[config.mk]
export PLATFORM = sky130hd
export DESIGN_NAME = gpu_pixel_writer
export DESIGN_NICKNAME = d
export VERILOG_FILES = /design/src/rtl/gpu_pixel_writer.sv
export SDC_FILE = /design/constraint.sdc
export NUM_CORES = 1
export LEC_CHECK = 0
export CAP_MARGIN = 5
export CORE_UTILIZATION = 55
export CTS_CLUSTER_DIAMETER = 100
export DETAILED_ROUTE_END_ITERATION = 10
export HOLD_SLACK_MARGIN = 0.12
export PLACE_DENSITY = 0.81
export SLEW_MARGIN = 40
export SYNTH_ARGS = -nofsm -noshare
export SYNTH_HDL_FRONTEND = slang
export SYNTH_SLANG_ARGS = --single-unit
[constraint.sdc]
create_clock -name i_clock -period 13.5 [get_ports i_clock]
set_input_delay 2.7 -clock i_clock [delete_from_list [all_inputs] [get_ports i_clock]]
set_output_delay 2.7 -clock i_clock [all_outputs]
set_load 0.05 [all_outputs]
[src/rtl/gpu_pixel_writer.sv]
// gpu_pixel_writer: clips rasterizer pixels, queues them and issues one 32-bit bus write per pixel
// Ports: i_clock/i_reset_n (sync active-low); i_fb_* framebuffer geometry and pixel strobe;
//        i_color pixel data; i_clear_overflow clears o_overflow; o_full/o_idle FIFO/FSM status;
//        o_bus_* write request with i_bus_ready handshake.
module gpu_pixel_writer #(
    parameter int FIFO_DEPTH = 16
) (
    input  logic        i_clock,
    input  logic        i_reset_n,
    input  logic [31:0] i_fb_base,
    input  logic [15:0] i_fb_stride,
    input  logic [9:0]  i_fb_width,
    input  logic [9:0]  i_fb_height,
    input  logic [31:0] i_color,
    input  logic [9:0]  i_fb_x,
    input  logic [9:0]  i_fb_y,
    input  logic        i_fb_wr,
    input  logic        i_clear_overflow,
    output logic        o_overflow,
    output logic        o_full,
    output logic        o_idle,
    output logic        o_bus_request,
    output logic        o_bus_rw,
    output logic [31:0] o_bus_address,
    output logic [31:0] o_bus_wdata,
    input  logic        i_bus_ready
);
    localparam int PW = $clog2(FIFO_DEPTH);
    localparam int CW = PW + 1;
    typedef enum logic [1:0] {IDLE, CALC, REQ} state_t;
    state_t state_q, state_d;
    logic [51:0] mem_q [FIFO_DEPTH];
    logic [PW-1:0] wr_ptr_q, rd_ptr_q;
    logic [CW-1:0] count_q;
    logic [9:0] x_q, y_q;
    logic [31:0] c_q, addr_q, addr_d, wdata_q, wdata_d, offset;
    logic [25:0] prod;
    logic req_q, req_d, ovf_q, in_range, pop, push, drop;
    assign o_full = count_q == CW'(FIFO_DEPTH);
    assign o_idle = count_q == '0 && state_q == IDLE;
    assign in_range = i_fb_wr && i_fb_x < i_fb_width && i_fb_y < i_fb_height;
    assign pop = state_q == IDLE && count_q != '0;
    // a pop on the same edge frees the slot, so a full FIFO still accepts
    assign push = in_range && (!o_full || pop);
    assign drop = in_range && o_full && !pop;
    assign prod = 26'(y_q) * 26'(i_fb_stride);
    assign offset = ({6'd0, prod} + {22'd0, x_q}) << 2;
    assign o_overflow = ovf_q;
    assign o_bus_request = req_q;
    assign o_bus_rw = req_q;
    assign o_bus_address = addr_q;
    assign o_bus_wdata = wdata_q;
    always_ff @(posedge i_clock) begin
        state_q <= !i_reset_n ? IDLE : state_d;
    end
    always_comb begin
        state_d = state_q == IDLE ? (pop ? CALC : IDLE) :
                  state_q == CALC ? REQ : (i_bus_ready ? IDLE : REQ);
    end
    always_comb begin
        req_d = state_d == REQ;
        addr_d = state_q == CALC ? i_fb_base + offset : addr_q;
        wdata_d = state_q == CALC ? c_q : wdata_q;
    end
    always_ff @(posedge i_clock) begin
        if (!i_reset_n) begin
            wr_ptr_q <= '0;
            rd_ptr_q <= '0;
            count_q <= '0;
            ovf_q <= 1'b0;
            req_q <= 1'b0;
            addr_q <= '0;
            wdata_q <= '0;
        end else begin
            wr_ptr_q <= wr_ptr_q + PW'(push);
            rd_ptr_q <= rd_ptr_q + PW'(pop);
            count_q <= count_q + CW'(push) - CW'(pop);
            ovf_q <= drop || (ovf_q && !i_clear_overflow);
            req_q <= req_d;
            addr_q <= addr_d;
            wdata_q <= wdata_d;
        end
    end
    always_ff @(posedge i_clock) begin
        if (push) mem_q[wr_ptr_q] <= {i_fb_x, i_fb_y, i_color};
        if (pop) {x_q, y_q, c_q} <= mem_q[rd_ptr_q];
    end
endmodule
Word-level counts from Yosys, hierarchy flattened
Memory sizes are Yosys's and may differ from the RTL's. A register that Yosys moved wholly into a read port is not among the register bits.
Index checks and enable logic that the tools add are counted.
{ "classes": {"addsub": 6, "n_mul": 1, "n_div": 0, "n_lt_le_gt_ge": 2, "n_eq_ne": 3, "shifts": 0, "mux": 6, "n_bitwise": 0, "n_reduce_logical": 16} }
{ "ops": {"columns": ["op", "n"], "rows": [
  ["$add A32 B29 Y32", 1],
  ["$add A26 B10 Y27", 1],
  ["$mul A10 B16 Y26", 1],
  ["$lt A10 B10 Y1", 2],
  ["$add A4 B1 Y4", 2],
  ["$logic_and A1 B1 Y1", 8],
  ["$mux W2", 3],
  ["$add A5 B1 Y5", 1],
  ["$eq A5 B5 Y1 const B", 1],
  ["$logic_not A5 Y1", 1],
  ["$reduce_bool A5 Y1", 1],
  ["$sub A5 B1 Y5", 1],
  ["$logic_not A1 Y1", 3],
  ["$mux W1", 3],
  ["$eq A2 B1 Y1 const B", 1],
  ["$eq A2 B2 Y1 const B", 1],
  ["$logic_not A2 Y1", 1],
  ["$logic_or A1 B1 Y1", 2]
]} }
{ "word_totals": {"ff_bits": 81, "latchBits": 0, "ram_bits": 832, "romBits": 0, "output_inout_bits": 69, "n_memories": 1} }
{ "mem_list": {"columns": ["memory", "words", "width", "rd", "rd_ports_with_merged_regs", "write_ports", "line_no", "source"], "rows": [
  ["mem_q", 16, 52, 1, 1, 1, "32", "logic [51:0] mem_q [FIFO_DEPTH];"]
]} }

Logic depth before layout (Yosys ltp)
{ "depth": {"word_depth": 6, "mapped_depth": 31, "mapped_depth_nobuf": 30} }

Least setup slack after synthesis
No wires, ideal clock.
{ "synth_timing": {"kind": "in2reg", "start": "input port i_fb_stride[7]", "end": "register addr_q[27] (netlist: o_bus_address[27])", "setup_time_ns": 0.126, "arrival_ns": 8.965, "required_time_ns": 13.374, "slack_ns": 4.409, "path_stages": 27, "path_cell_list": "clkbuf_1 > nand2_1 > fa_1 > inv_1 > fa_1 > inv_1 > fa_1 > inv_1 > fa_1 > fa_1 > ha_1 > a2111o_1 > o22a_1 > a41oi_1 > a21boi_1 > nor2_1 > xnor2_1 > ha_1 > nand2_2 > nor2_1 > or3b_4 > a31oi_4 > o21ai_2 > a221o_1 > nand4_1 > a2111o_1 > nand4_1"} }
{ "synth_between": {"elab_chain_cells": 3} }
{ "synth_lines": {"columns": ["item", "line_no", "source"], "rows": [
  ["start: declaration", "11", "input logic [15:0] i_fb_stride,"],
  ["$mul A10 B16 Y26", "46", "assign prod = 26'(y_q) * 26'(i_fb_stride);"],
  ["$add A26 B10 Y27", "47", "assign offset = ({6'd0, prod} + {22'd0, x_q}) << 2;"],
  ["$add A32 B29 Y32", "62", "addr_d = state_q == CALC ? i_fb_base + offset : addr_q;"],
  ["end signal: assignment", "80", "addr_q <= addr_d;"],
  ["end: declaration", "36", "logic [31:0] c_q, addr_q, addr_d, wdata_q, wdata_d, offset;"]
]} }
Every way passes these cells.
A chain may end at the register's enable or synchronous reset.

Worst setup path after layout
{ "layout_timing": {"start": "input port i_fb_stride[7]", "end": "register addr_q[28] (netlist: o_bus_address[28])"} }
Same word-level chain as after synthesis.

==> run summary <==
Worst Slack Setup Final -> 4010 ps
Total grt overflow -> 0
CP max FO -> 10
Share of layout cells above drive strength 1 -> 0.127
Synth top area share -> 0.602
Yosys Warn Count -> 0
Area leader, netlist -> edfxtp_1
# clock sinks -> 964
Worst R2R Start -> y_q[1]
Crit path DAT -> 10030 ps
Post-route minimum period -> 9490 ps
Buf/Inv on CP -> 4
Wire length on met1 -> 39400 µm
WHS Endpoint -> o_bus_wdata[21]
Via/cell ratio -> 6.17
Routed len/inst -> 25.9 µm
Routed Antenna Nets -> 0
R2r setup slk -> 5970 ps
Crit end category -> register
CTS-repair resized insts -> 0
Die area -> 81300 µm²
Setup TNS -> 0 ps
Place WS -> 3440 ps
Num CTS Buffers -> 93
Vias -> 26.0k
R2R depth -> 27
Hold Crit Class -> reg -> reg
Ranking of synthesized cells by area -> edfxtp_1 (60%), fa_1 (5.6%), mux4_2 (5.3%), dfxtp_1 (3.6%), ha_1 (3.6%)
Final Hold Violating Endpoints -> 0
Worst stage delay on the critical path -> 660 ps
CORE AREA -> 79100 µm²
Die Y -> 285 µm
Post-synthesis cell area -> 44100 µm²
GPL Wtd Cong -> 0.892
Worst R2R End -> o_bus_address[28]
Setup bufs post-CTS -> 0
Setup CP Type -> in -> reg
Root Driver -> clkbuf_16
Clock latency on the worst-skew pair -> 670 ps
Uppermost layer routed -> met5
Final setup fails -> 0
Worst rel slew slack -> 0.412
Most frequently used flop master after synthesis -> edfxtp_1
Max frequency -> 105 MHz
CTS tree -> yes
Clock Path Buffers -> 3
CP Launch Type -> primary input
Count leader, synth -> edfxtp_1
Synth-to-Final Area Change -> 15.1%
Die Wd -> 285 µm
WL met3 -> 9690 µm
Post-Syn Nets -> 3279
Unrepaired setup endpoints after global routing -> no
Initial DRC count -> 2628
Number of global-route vias before repair -> 27.2k
Worst Tran Pin Value -> 882 ps
Flops & latches, synth -> 964
Global-route wire length before repair -> 162000 µm
Register area share after synthesis -> 0.638
Critical Path RT -> 14040 ps
Top cells by count, synth -> edfxtp_1 (884), nand2_1 (266), inv_1 (187)
Post-synth ARST share -> 0
CP top delay family -> adder cells
Drc violations -> 0
Io pins -> 194
Post-Route WL -> 109000 µm
DP HPWL -> 64100 µm
Slowest stage cell, crit path -> clkdlybuf4s50_1
Total of max-cap violations -> 0
Post-synthesis cell count -> 2903
Initial antenna violation count -> 14
Worst min-delay path startpoint -> o_bus_wdata[21]
Hold buffer count at cts -> 0
GRT Util Overall -> 0.267
Rows -> 103
# port buffers -> 193
Largest net degree at the start of global routing -> 68
Drt first pass iters -> 6
Initial Util -> 0.557
Hold path depth -> 2
FILL cells -> 5330
Worst Skew -> 71.1 ps
Clk pin slew, worst setup/hold paths -> 60 ps
Crit-path most repeated cell -> fa_1
Synthesized area per cell -> 15.2 µm²
H-tree depth -> 3
Slew Viols, Final -> 0
Synth unique cells -> 79
Layout Nets -> 3464
Tcrit/Tclk final -> 0.703
Met2 WL post-DR -> 55800 µm
Post-synth EDFFs -> 884
Outcome -> completed
==> cell families (layout without fill, tap and decap cells) <==
group,Yosys count,in the layout,synth area share
adders and majority gates,251,251,0.0921
DFF,964,964,0.638
buffers and inverters,337,597,0.0304
xor gates and xnor gates,49,49,0.00973
other,0,4,0
AOI/OAI and AO/OA,501,501,0.0755
muxes,313,313,0.102
and+or+nand+nor,488,488,0.0522
==> worst max path at each step <==
| stage | from | to | slack (ps) | cells after the start |
|---|---|---|---|---|
| 2_1_floorplan | i_fb_stride[7] | o_bus_address[27] | 4410 | 27 |
| 3_3_place_gp | i_fb_stride[7] | o_bus_address[28] | 3460 | 28 |
| 3_5_place_dp | i_fb_stride[7] | o_bus_address[28] | 3440 | 28 |
| 4_1_cts | i_fb_stride[7] | o_bus_address[28] | 4050 | 28 |
| 5_1_grt | i_fb_stride[7] | o_bus_address[28] | 3600 | 28 |
| 6_report | i_fb_stride[7] | o_bus_address[28] | 4010 | 28 |
==> worst register-to-register path, stage by stage (launching register included) <==
cell,delay [ps]
edfxtp_1,720
nand2_1,180
fa_1,550
inv_1,60
fa_1,500
inv_1,50
fa_1,530
inv_1,50
fa_1,490
fa_1,420
ha_1,350
a2111o_1,430
o22a_1,240
a41oi_1,310
o21ai_1,130
a21oi_2,250
o21ai_1,110
a21oi_1,190
xnor2_1,100
ha_1,390
a21oi_1,130
a21boi_0,140
a31oi_1,210
o21ai_2,110
o21ai_2,210
a21boi_1,100
or4_1,400
nand3_1,90
==> per-layer routing <==
metal | GRT usage | up-vias
li1 | - | 11200
met1 | 0.331 | 13200
met2 | 0.465 | 1318
met3 | 0.0530 | 305
met4 | 0.101 | 18
met5 | 0 | -
==> through the flow <==
stage	std cells	hold slack, ps	area, µm²	util
CTS	4213	467	50800	0.642
detailed placement	4043	457	47500	0.601
global route	4215	499	50800	0.642
global placement	4026	454	47100	0.595
floorplan	2903	496	44100	-
finish	4217	467	50800	0.642
==> sequential cells by signal (all words and copies together) (netlist names) <==
signal	count
mem_q	832
o_bus_address	32
y_q	10
c_q	32
count_q	5
o_bus_wdata	32
wr_ptr_q	4
o_overflow	1
state_q	2
x_q	10
rd_ptr_q	4
==> area by class of cell <==
class	instances	area, µm²	area share
Timing Repair Buffer	239	2570	0.0507
Tap cell	1050	1310	0.0259
Clock buffer	115	2470	0.0487
Inverter	188	706	0.0139
Sequential cell	964	28200	0.555
Clock inverter	55	766	0.0151
Antenna cell	4	10.0	0.000197
Multi-Input combinational cell	1602	14800	0.291
==> cells in the final DEF (no fill, tap or decap), types with 10 or more instances in the layout <==
cell type        instances
nor2_4                  12
ha_1                   128
clkinv_2                15
fa_1                   123
nand3_1                 18
a31oi_1                 10
a21boi_0                39
clkdlybuf4s50_1        192
a21o_1                  38
a21oi_1                 96
mux2_2                  52
mux2i_1                157
nand4_1                 12
buf_4                   21
bufinv_16               14
a221oi_1                53
dfxtp_1                 76
mux4_2                 104
xor2_1                  21
inv_1                  187
edfxtp_1               884
xnor2_1                 28
nand2_1                265
a22oi_1                 52
clkinv_1                14
and2_1                  93
clkbuf_16               94
o21ai_0                143
clkbuf_1                17
nor2_1                  25
Power is left out: the tool's default activity adds up to more than one toggle a clock period on the data nets, which glitch-free logic cannot reach.
